==> src/rtl/alu_rmw_sequencer.sv <==
// Read-modify-write sequencer around the combinational alu: fetches a byte-wise memory
// operand, runs one alu cycle, optionally writes the result back, and reports result/flags.
module alu_rmw_sequencer #(
  parameter int ADDR_WIDTH  = 24,
  parameter int BUS_TIMEOUT = 255
) (
  input  logic                  clk,
  input  logic                  reset_n,
  input  logic                  start,
  input  logic [4:0]            op_i,
  input  logic                  size_i,
  input  logic                  mem_is_a_i,
  input  logic                  wb_i,
  input  logic [ADDR_WIDTH-1:0] addr_i,
  input  logic [15:0]           reg_i,
  input  logic                  c_i,
  input  logic                  d_i,
  output logic [4:0]            alu_op,
  output logic                  alu_size,
  output logic [15:0]           alu_a,
  output logic [15:0]           alu_b,
  output logic                  alu_c,
  output logic                  alu_d,
  input  logic [15:0]           alu_r,
  input  logic [3:0]            alu_flags,
  output logic                  bus_req,
  output logic                  bus_we,
  output logic [ADDR_WIDTH-1:0] bus_addr,
  output logic [7:0]            bus_wdata,
  input  logic [7:0]            bus_rdata,
  input  logic                  bus_ack,
  output logic                  busy,
  output logic                  done,
  output logic                  err,
  output logic [15:0]           result,
  output logic [3:0]            flags_out,
  output logic                  flags_we
);

  localparam int CW = (BUS_TIMEOUT < 2) ? 1 : $clog2(BUS_TIMEOUT);
  localparam logic [CW-1:0] WAIT_LAST = CW'(BUS_TIMEOUT - 1);

  typedef enum logic [2:0] {
    S_IDLE, S_RD_LO, S_RD_HI, S_EXEC, S_WR_LO, S_WR_HI, S_DONE, S_ERR
  } state_t;

  state_t                state_reg, state_next;
  logic [CW-1:0]         wait_cnt_reg, wait_cnt_next;
  logic [4:0]            op_reg;
  logic                  size_reg, mem_is_a_reg, wb_reg, c_reg, d_reg;
  logic [ADDR_WIDTH-1:0] addr_reg;
  logic [15:0]           reg_val_reg;
  logic [15:0]           mem_val;
  logic [15:0]           result_reg;
  logic [3:0]            flags_reg;
  logic                  hi_byte;
  logic                  accept;

  assign accept = (state_reg == S_IDLE) && start;

  always_ff @(posedge clk) begin
    if (!reset_n) begin
      state_reg    <= S_IDLE;
      wait_cnt_reg <= '0;
    end else begin
      state_reg    <= state_next;
      wait_cnt_reg <= wait_cnt_next;
    end
  end

  always_comb begin
    state_next    = state_reg;
    wait_cnt_next = '0;
    bus_req       = 1'b0;
    bus_we        = 1'b0;
    bus_wdata     = 8'h00;
    hi_byte       = 1'b0;
    unique case (state_reg)
      S_IDLE:  if (start) state_next = S_RD_LO;
      S_RD_LO: begin
        bus_req = 1'b1;
        if (bus_ack) state_next = size_reg ? S_RD_HI : S_EXEC;
      end
      S_RD_HI: begin
        bus_req = 1'b1;
        hi_byte = 1'b1;
        if (bus_ack) state_next = S_EXEC;
      end
      S_EXEC:  state_next = wb_reg ? S_WR_LO : S_DONE;
      S_WR_LO: begin
        bus_req   = 1'b1;
        bus_we    = 1'b1;
        bus_wdata = result_reg[7:0];
        if (bus_ack) state_next = size_reg ? S_WR_HI : S_DONE;
      end
      S_WR_HI: begin
        bus_req   = 1'b1;
        bus_we    = 1'b1;
        hi_byte   = 1'b1;
        bus_wdata = result_reg[15:8];
        if (bus_ack) state_next = S_DONE;
      end
      S_DONE, S_ERR: state_next = S_IDLE;
      default: state_next = S_IDLE;
    endcase
    // An ack on the last permitted wait cycle still wins over the abort.
    if (bus_req && !bus_ack) begin
      if (wait_cnt_reg == WAIT_LAST) state_next = S_ERR;
      else                           wait_cnt_next = wait_cnt_reg + 1'b1;
    end
  end

  always_comb begin
    bus_addr = '0;
    if (bus_req) bus_addr = hi_byte ? addr_reg + ADDR_WIDTH'(1) : addr_reg;
  end

  always_ff @(posedge clk) begin
    if (!reset_n) begin
      op_reg       <= '0;
      size_reg     <= 1'b0;
      mem_is_a_reg <= 1'b0;
      wb_reg       <= 1'b0;
      c_reg        <= 1'b0;
      d_reg        <= 1'b0;
      addr_reg     <= '0;
      reg_val_reg  <= '0;
      result_reg   <= '0;
      flags_reg    <= '0;
    end else begin
      if (accept) begin
        op_reg       <= op_i;
        size_reg     <= size_i;
        mem_is_a_reg <= mem_is_a_i;
        wb_reg       <= wb_i;
        c_reg        <= c_i;
        d_reg        <= d_i;
        addr_reg     <= addr_i;
        reg_val_reg  <= reg_i;
      end
      if (state_reg == S_EXEC) begin
        result_reg <= alu_r;
        flags_reg  <= alu_flags;
      end
    end
  end

  // Memory operand byte lanes; both clear on start so 8-bit operands read as zero-extended.
  for (genvar gi = 0; gi < 2; gi++) begin : g_lane
    localparam state_t LANE_STATE = (gi == 0) ? S_RD_LO : S_RD_HI;
    logic [7:0] byte_reg;
    always_ff @(posedge clk) begin
      if (!reset_n)                                byte_reg <= 8'h00;
      else if (accept)                             byte_reg <= 8'h00;
      else if (state_reg == LANE_STATE && bus_ack) byte_reg <= bus_rdata;
    end
  end

  assign mem_val   = {g_lane[1].byte_reg, g_lane[0].byte_reg};
  assign alu_op    = op_reg;
  assign alu_size  = size_reg;
  assign alu_a     = mem_is_a_reg ? mem_val : reg_val_reg;
  assign alu_b     = mem_is_a_reg ? reg_val_reg : mem_val;
  assign alu_c     = c_reg;
  assign alu_d     = d_reg;
  assign busy      = (state_reg != S_IDLE);
  assign done      = (state_reg == S_DONE) || (state_reg == S_ERR);
  assign err       = (state_reg == S_ERR);
  assign flags_we  = (state_reg == S_DONE);
  assign result    = result_reg;
  assign flags_out = flags_reg;

endmodule

==> config.mk <==
export PLATFORM = sky130hd
export DESIGN_NAME = alu_rmw_sequencer
export DESIGN_NICKNAME = d
export VERILOG_FILES = /design/src/rtl/alu_rmw_sequencer.sv
export SDC_FILE = /design/constraint.sdc
export NUM_CORES = 1
export LEC_CHECK = 0
export CAP_MARGIN = 20
export CORE_MARGIN = 2
export CORE_UTILIZATION = 25
export CTS_CLUSTER_DIAMETER = 40
export DETAILED_ROUTE_END_ITERATION = 10
export PLACE_DENSITY = 0.61
export REMOVE_ABC_BUFFERS = 1
export SLEW_MARGIN = 10
export SYNTH_ARGS = -nofsm -noshare
export SYNTH_HDL_FRONTEND = slang
export SYNTH_SLANG_ARGS = --single-unit
==> constraint.sdc <==
create_clock -name clk -period 2 [get_ports clk]
set_clock_uncertainty 0.05 [all_clocks]
set_input_delay 0.4 -clock clk [delete_from_list [all_inputs] [get_ports clk]]
set_output_delay 0.4 -clock clk [all_outputs]
set_load 0.01 [all_outputs]
==> metrics list <==
- Run status: complete, but fails checks
- Failing checks: setup timing
- In the final layout, flip-flops and latches occupy 1962 um^2.
- CTS tree: built
* Largest family of logic cells by synthesized area: simple AND/OR/NAND/NOR gates
* Die Y: 144.1 um
- The min-delay analysis places its worst path in the category flop to flop.
* Worst supply voltage drop on vdd: 423.5 uV
- Counting stages on the worst path, the most repeated cell is sky130_fd_sc_hd__buf_6.
- Relative contribution of sequential cells to total power: 0.364
- Port bufs: ~180
- The critical path goes through or3b_4, a21o_4, buf_6, buf_4, buf_6, o31ai_4, a21oi_2, buf_2.
- Area growth, synth to finish: 71.87%
* Starting DRT DRC Count: 126
* Antenna Nets Post-Route: 0
* Root buffer cell: sky130_fd_sc_hd__clkbuf_16
- Of the total synthesized cell area, the portion taken by AND, OR, NAND and NOR gates is 0.2512.
- In the routed design, unresolved DRC markers number 0.
- The H-tree was split into 3 levels.
* Diode count: 0
- The net count of the finished layout is 952.
- Number of max-slew violations in the final report: 0
- After synthesis, the share of cell area in mux cells is 0.09589.
- STA classifies the critical path endpoint as an output pin.
* Cts bufs inserted: 9
- Distinct cell type count after synthesis: 44
- Cell internal power was estimated by the tool at between 4 and 5 mW.
- In the synthesized netlist, the number of instances is 620.
* Switching power: 1.658 mW
- Transition time of the tightest slew-check pin: ~430 ps
- Synth Area in XOR/XNOR: 0.01785
* Io pins: 180
- The initial utilization of the core area, before any placement, comes to 0.2537.
* Grt ovf: 0
- Total clock sinks: between 90 and 100
- Counting the fill cells in the layout gives roughly 1900.
- Antenna violations before repair: 0
- Static timing analysis puts the maximum clock frequency at between 0.3 and 0.4 GHz.
* Final design area excluding fillers: about 8400 um^2
- Hold_buf cts: 0
- Yosys mapped a number of flops with a built-in enable equal to 0.
- Along the worst path, the maximum fanout reaches 5.
- Cells on Worst Hold Path: 2
- Total power: 5.930 mW
- Detailed placement finished with a half-perimeter wire length of 11350 um.
* Combinational share of power: 0.290
* Total die area: 20760 um^2
- Final core utilization: 0.4361
* Setup crit start kind: flop
- The routed design has 16870 um of wire.
- Cell area reported after detailed placement: 7470 um^2
* Netlist area before placement: 4906 um^2
* Skew-Pair Late Insertion Delay: ~350 ps
- For this design the ratio of total power to cell area is 703.3 nW/um^2.
- Final Hold Viols: 0
* Largest register FFs: 24
* Sequential share of the synthesized area: 0.3958
- Setup violations remaining at the end of the flow were counted as 36.
- The total area inside the core boundary comes to slightly below 20000 um^2.
- Summed over all failing endpoints, the final setup total negative slack is -10500 ps.
- Die boundary width: about 140 um
- Among all flip-flop cells after synthesis, the most frequent one is sky130_fd_sc_hd__dfxtp_1.
- The number of global-route vias before repair is ~4900.
- Worst path arrival time: 2120 ps
- RD Place Congestion: about 0.80
* Share of async-settable or async-resettable flops after synthesis: 0
- Of the total power, the share spent switching nets is 0.2796.
* Post-synthesis register bit count: 97
- Post-synthesis compound-gate area fraction: 0.1918
* Worst-case reg-to-reg path depth: 10
* Average wire per cell in the routed design: 14.83 um
- The initialized floorplan defines just over 50 standard-cell rows.
- Final worst slack: -570.9 ps
- Total global-route track usage: 0.1553
* Final period utilization: 1.285
- Average footprint of a synthesized cell: 7.913 um^2
- Minimum clock period after layout: ~2600 ps
- In the routed layout, each cell is associated on average with a via count of 4.521.
- The final route contains 5140 vias.
- The critical path in this run is classified as flop to output pin.
- Clock Power Share: 0.346
- Max-capacitance violation count: 0
- In the final layout, the multi-input gates occupy around 3100 um^2.
- The Yosys step of the flow raised 0 warnings.
* Slowest stage cell, crit path: sky130_fd_sc_hd__or3b_4
- Number of buffers between clock root and the deepest sink: 2
* Maximum number of pins on one net before global-route repair: 34
* Required arrival time at the worst endpoint: 1550 ps
- For this run, the detailed router's first-pass iteration total came to 4.
- Clock transition at path regs: 70 ps
- Setup repair after global routing could not meet its margin everywhere.
- The analysis attributes to cell leakage a power of around 3.2 nW.
- Of the total synthesized cell area, the portion taken by full adders, half adders and majority gates is 0.007651.
* Wire length of the first global-routing pass: 25210 um
- On the worst path, the slowest cell contributes a delay of 380 ps.
- Max transition margin: 0.7162
- In the final layout, the share of cells above drive strength 1 is 0.3062.
[cell type report]
| type | count | area share |
|---|---|---|
| clock buffer | 12 | 0.03042 |
| clock inverter | 4 | 0.01172 |
| inverter | 5 | 0.002226 |
| multi-input combinational | 473 | 0.3630 |
| sequential | 97 | 0.2327 |
| tap | 265 | 0.03932 |
| timing repair buffer | 281 | 0.3207 |
[cell usage after synthesis, types with 2 or more instances]
master | instances | area share
sky130_fd_sc_hd__nand2b_1 | 2 | 0.0025
sky130_fd_sc_hd__buf_2 | 2 | 0.0020
sky130_fd_sc_hd__nand2_1 | 191 | 0.15
sky130_fd_sc_hd__and4_1 | 6 | 0.011
sky130_fd_sc_hd__o31a_1 | 2 | 0.0036
sky130_fd_sc_hd__ha_1 | 3 | 0.0077
sky130_fd_sc_hd__nor2b_1 | 2 | 0.0025
sky130_fd_sc_hd__a211oi_1 | 2 | 0.0031
sky130_fd_sc_hd__mux2i_1 | 11 | 0.022
sky130_fd_sc_hd__xor2_1 | 5 | 0.0089
sky130_fd_sc_hd__xnor2_1 | 5 | 0.0089
sky130_fd_sc_hd__nor2_1 | 25 | 0.019
sky130_fd_sc_hd__and2_1 | 7 | 0.0089
sky130_fd_sc_hd__a31oi_1 | 2 | 0.0025
sky130_fd_sc_hd__or4_1 | 10 | 0.015
sky130_fd_sc_hd__and3_1 | 4 | 0.0051
sky130_fd_sc_hd__nand4_1 | 5 | 0.0064
sky130_fd_sc_hd__or3_1 | 2 | 0.0025
sky130_fd_sc_hd__inv_1 | 4 | 0.0031
sky130_fd_sc_hd__buf_1 | 2 | 0.0015
sky130_fd_sc_hd__clkbuf_1 | 39 | 0.030
sky130_fd_sc_hd__nand3b_1 | 3 | 0.0046
sky130_fd_sc_hd__nand4b_1 | 2 | 0.0036
sky130_fd_sc_hd__o211ai_1 | 3 | 0.0046
sky130_fd_sc_hd__nand3_1 | 12 | 0.012
sky130_fd_sc_hd__mux2_2 | 32 | 0.073
sky130_fd_sc_hd__dfxtp_1 | 97 | 0.40
sky130_fd_sc_hd__o21ai_0 | 10 | 0.010
sky130_fd_sc_hd__nor3_1 | 3 | 0.0031
sky130_fd_sc_hd__o31ai_1 | 12 | 0.018
sky130_fd_sc_hd__a21boi_0 | 70 | 0.11
sky130_fd_sc_hd__a22oi_1 | 2 | 0.0031
sky130_fd_sc_hd__a21oi_1 | 31 | 0.032
sky130_fd_sc_hd__and3b_1 | 2 | 0.0036
[cells in the final DEF (no fill, tap or decap), types with 3 or more instances in the layout]
master                              n
sky130_fd_sc_hd__a21boi_0          69
sky130_fd_sc_hd__a21oi_1           22
sky130_fd_sc_hd__a21oi_2            9
sky130_fd_sc_hd__and2_1             4
sky130_fd_sc_hd__and3_1             4
sky130_fd_sc_hd__and4_1             4
sky130_fd_sc_hd__buf_12             8
sky130_fd_sc_hd__buf_2             33
sky130_fd_sc_hd__buf_4             69
sky130_fd_sc_hd__buf_6             32
sky130_fd_sc_hd__bufinv_16          3
sky130_fd_sc_hd__clkbuf_16         13
sky130_fd_sc_hd__clkdlybuf4s15_1   17
sky130_fd_sc_hd__clkdlybuf4s15_2    3
sky130_fd_sc_hd__clkdlybuf4s50_1  110
sky130_fd_sc_hd__dfxtp_1           85
sky130_fd_sc_hd__dfxtp_2           10
sky130_fd_sc_hd__inv_2              3
sky130_fd_sc_hd__mux2_2            31
sky130_fd_sc_hd__mux2i_1            7
sky130_fd_sc_hd__mux2i_2            3
sky130_fd_sc_hd__nand2_1          189
sky130_fd_sc_hd__nand3_1           11
sky130_fd_sc_hd__nand3b_1           3
sky130_fd_sc_hd__nand4_1            5
sky130_fd_sc_hd__nor2_1            17
sky130_fd_sc_hd__nor2_4             6
sky130_fd_sc_hd__o211ai_1           3
sky130_fd_sc_hd__o21ai_0            3
sky130_fd_sc_hd__o21ai_1            5
sky130_fd_sc_hd__o21ai_2            3
sky130_fd_sc_hd__o31ai_1            8
sky130_fd_sc_hd__o31ai_2            3
sky130_fd_sc_hd__or4_1              6
sky130_fd_sc_hd__or4_4              4
sky130_fd_sc_hd__xnor2_1            5
sky130_fd_sc_hd__xor2_1             5
[repair_timing]
item,CTS,global route
hold endpoints to repair,0,0
resized for setup,277,101
gates cloned,2,4
pin swaps,21,24
setup endpoints to repair,75,46
buffers inserted,9,16
[power by group through the flow]
stage               clock, mW  combinational (mW)  sequential (mW)
CTS                      2.13                1.54             2.15
finish                   2.05                1.72             2.16
global route             2.19                1.85             2.18
floorplan                   0               0.524             2.25
global placement            0                1.44             2.18
detailed placement          0                1.45             2.19
[layer usage]
metal  global-route usage  part of all wire  vias to the layer above
li1                     -                 -                     2619
met1               0.1942              0.45                     2372
met2               0.2576              0.46                      133
met3              0.04868             0.071                       16
met4              0.04386             0.014                        0
met5                    0                 0                        -
[final timing paths]
| check | from | to | slack, ps |
|---|---|---|---|
| worst max-delay path | state_reg[2] | bus_addr[21] | -570 |
| worst min-delay path | alu_op[4] | alu_op[4] | 410 |
| worst max register to register | state_reg[1] | addr_reg[6] | 110 |
| worst min register to register | alu_op[4] | alu_op[4] | 410 |
[cells by family (layout without fill, tap and decap cells)]
| group | Yosys count | after routing |
|---|---|---|
| compound gates | 139 | 139 |
| xor+xnor | 10 | 10 |
| fa+ha+maj | 3 | 3 |
| buf+inv | 50 | 302 |
| flops | 97 | 97 |
| mux | 43 | 43 |
| simple gates | 278 | 278 |
[critical path: cells and delay by family (launching register included)]
family          cells  cell delay [ps]
flops               1              340
compound gates      3              530
buf+inv             4              520
simple gates        1              380
[metrics by stage]
stage / setup WS (ps) / hold slack [ps] / cells
floorplan: -608.5 / 387.3 / 575
global placement: -635.0 / 399.9 / 1093
detailed placement: -632.1 / 406.3 / 1093
CTS: -584.2 / 415.8 / 1120
global route: -633.8 / 444.8 / 1137
finish: -570.9 / 411.3 / 1137
No activity file was read; power rests on OpenSTA's default activity.
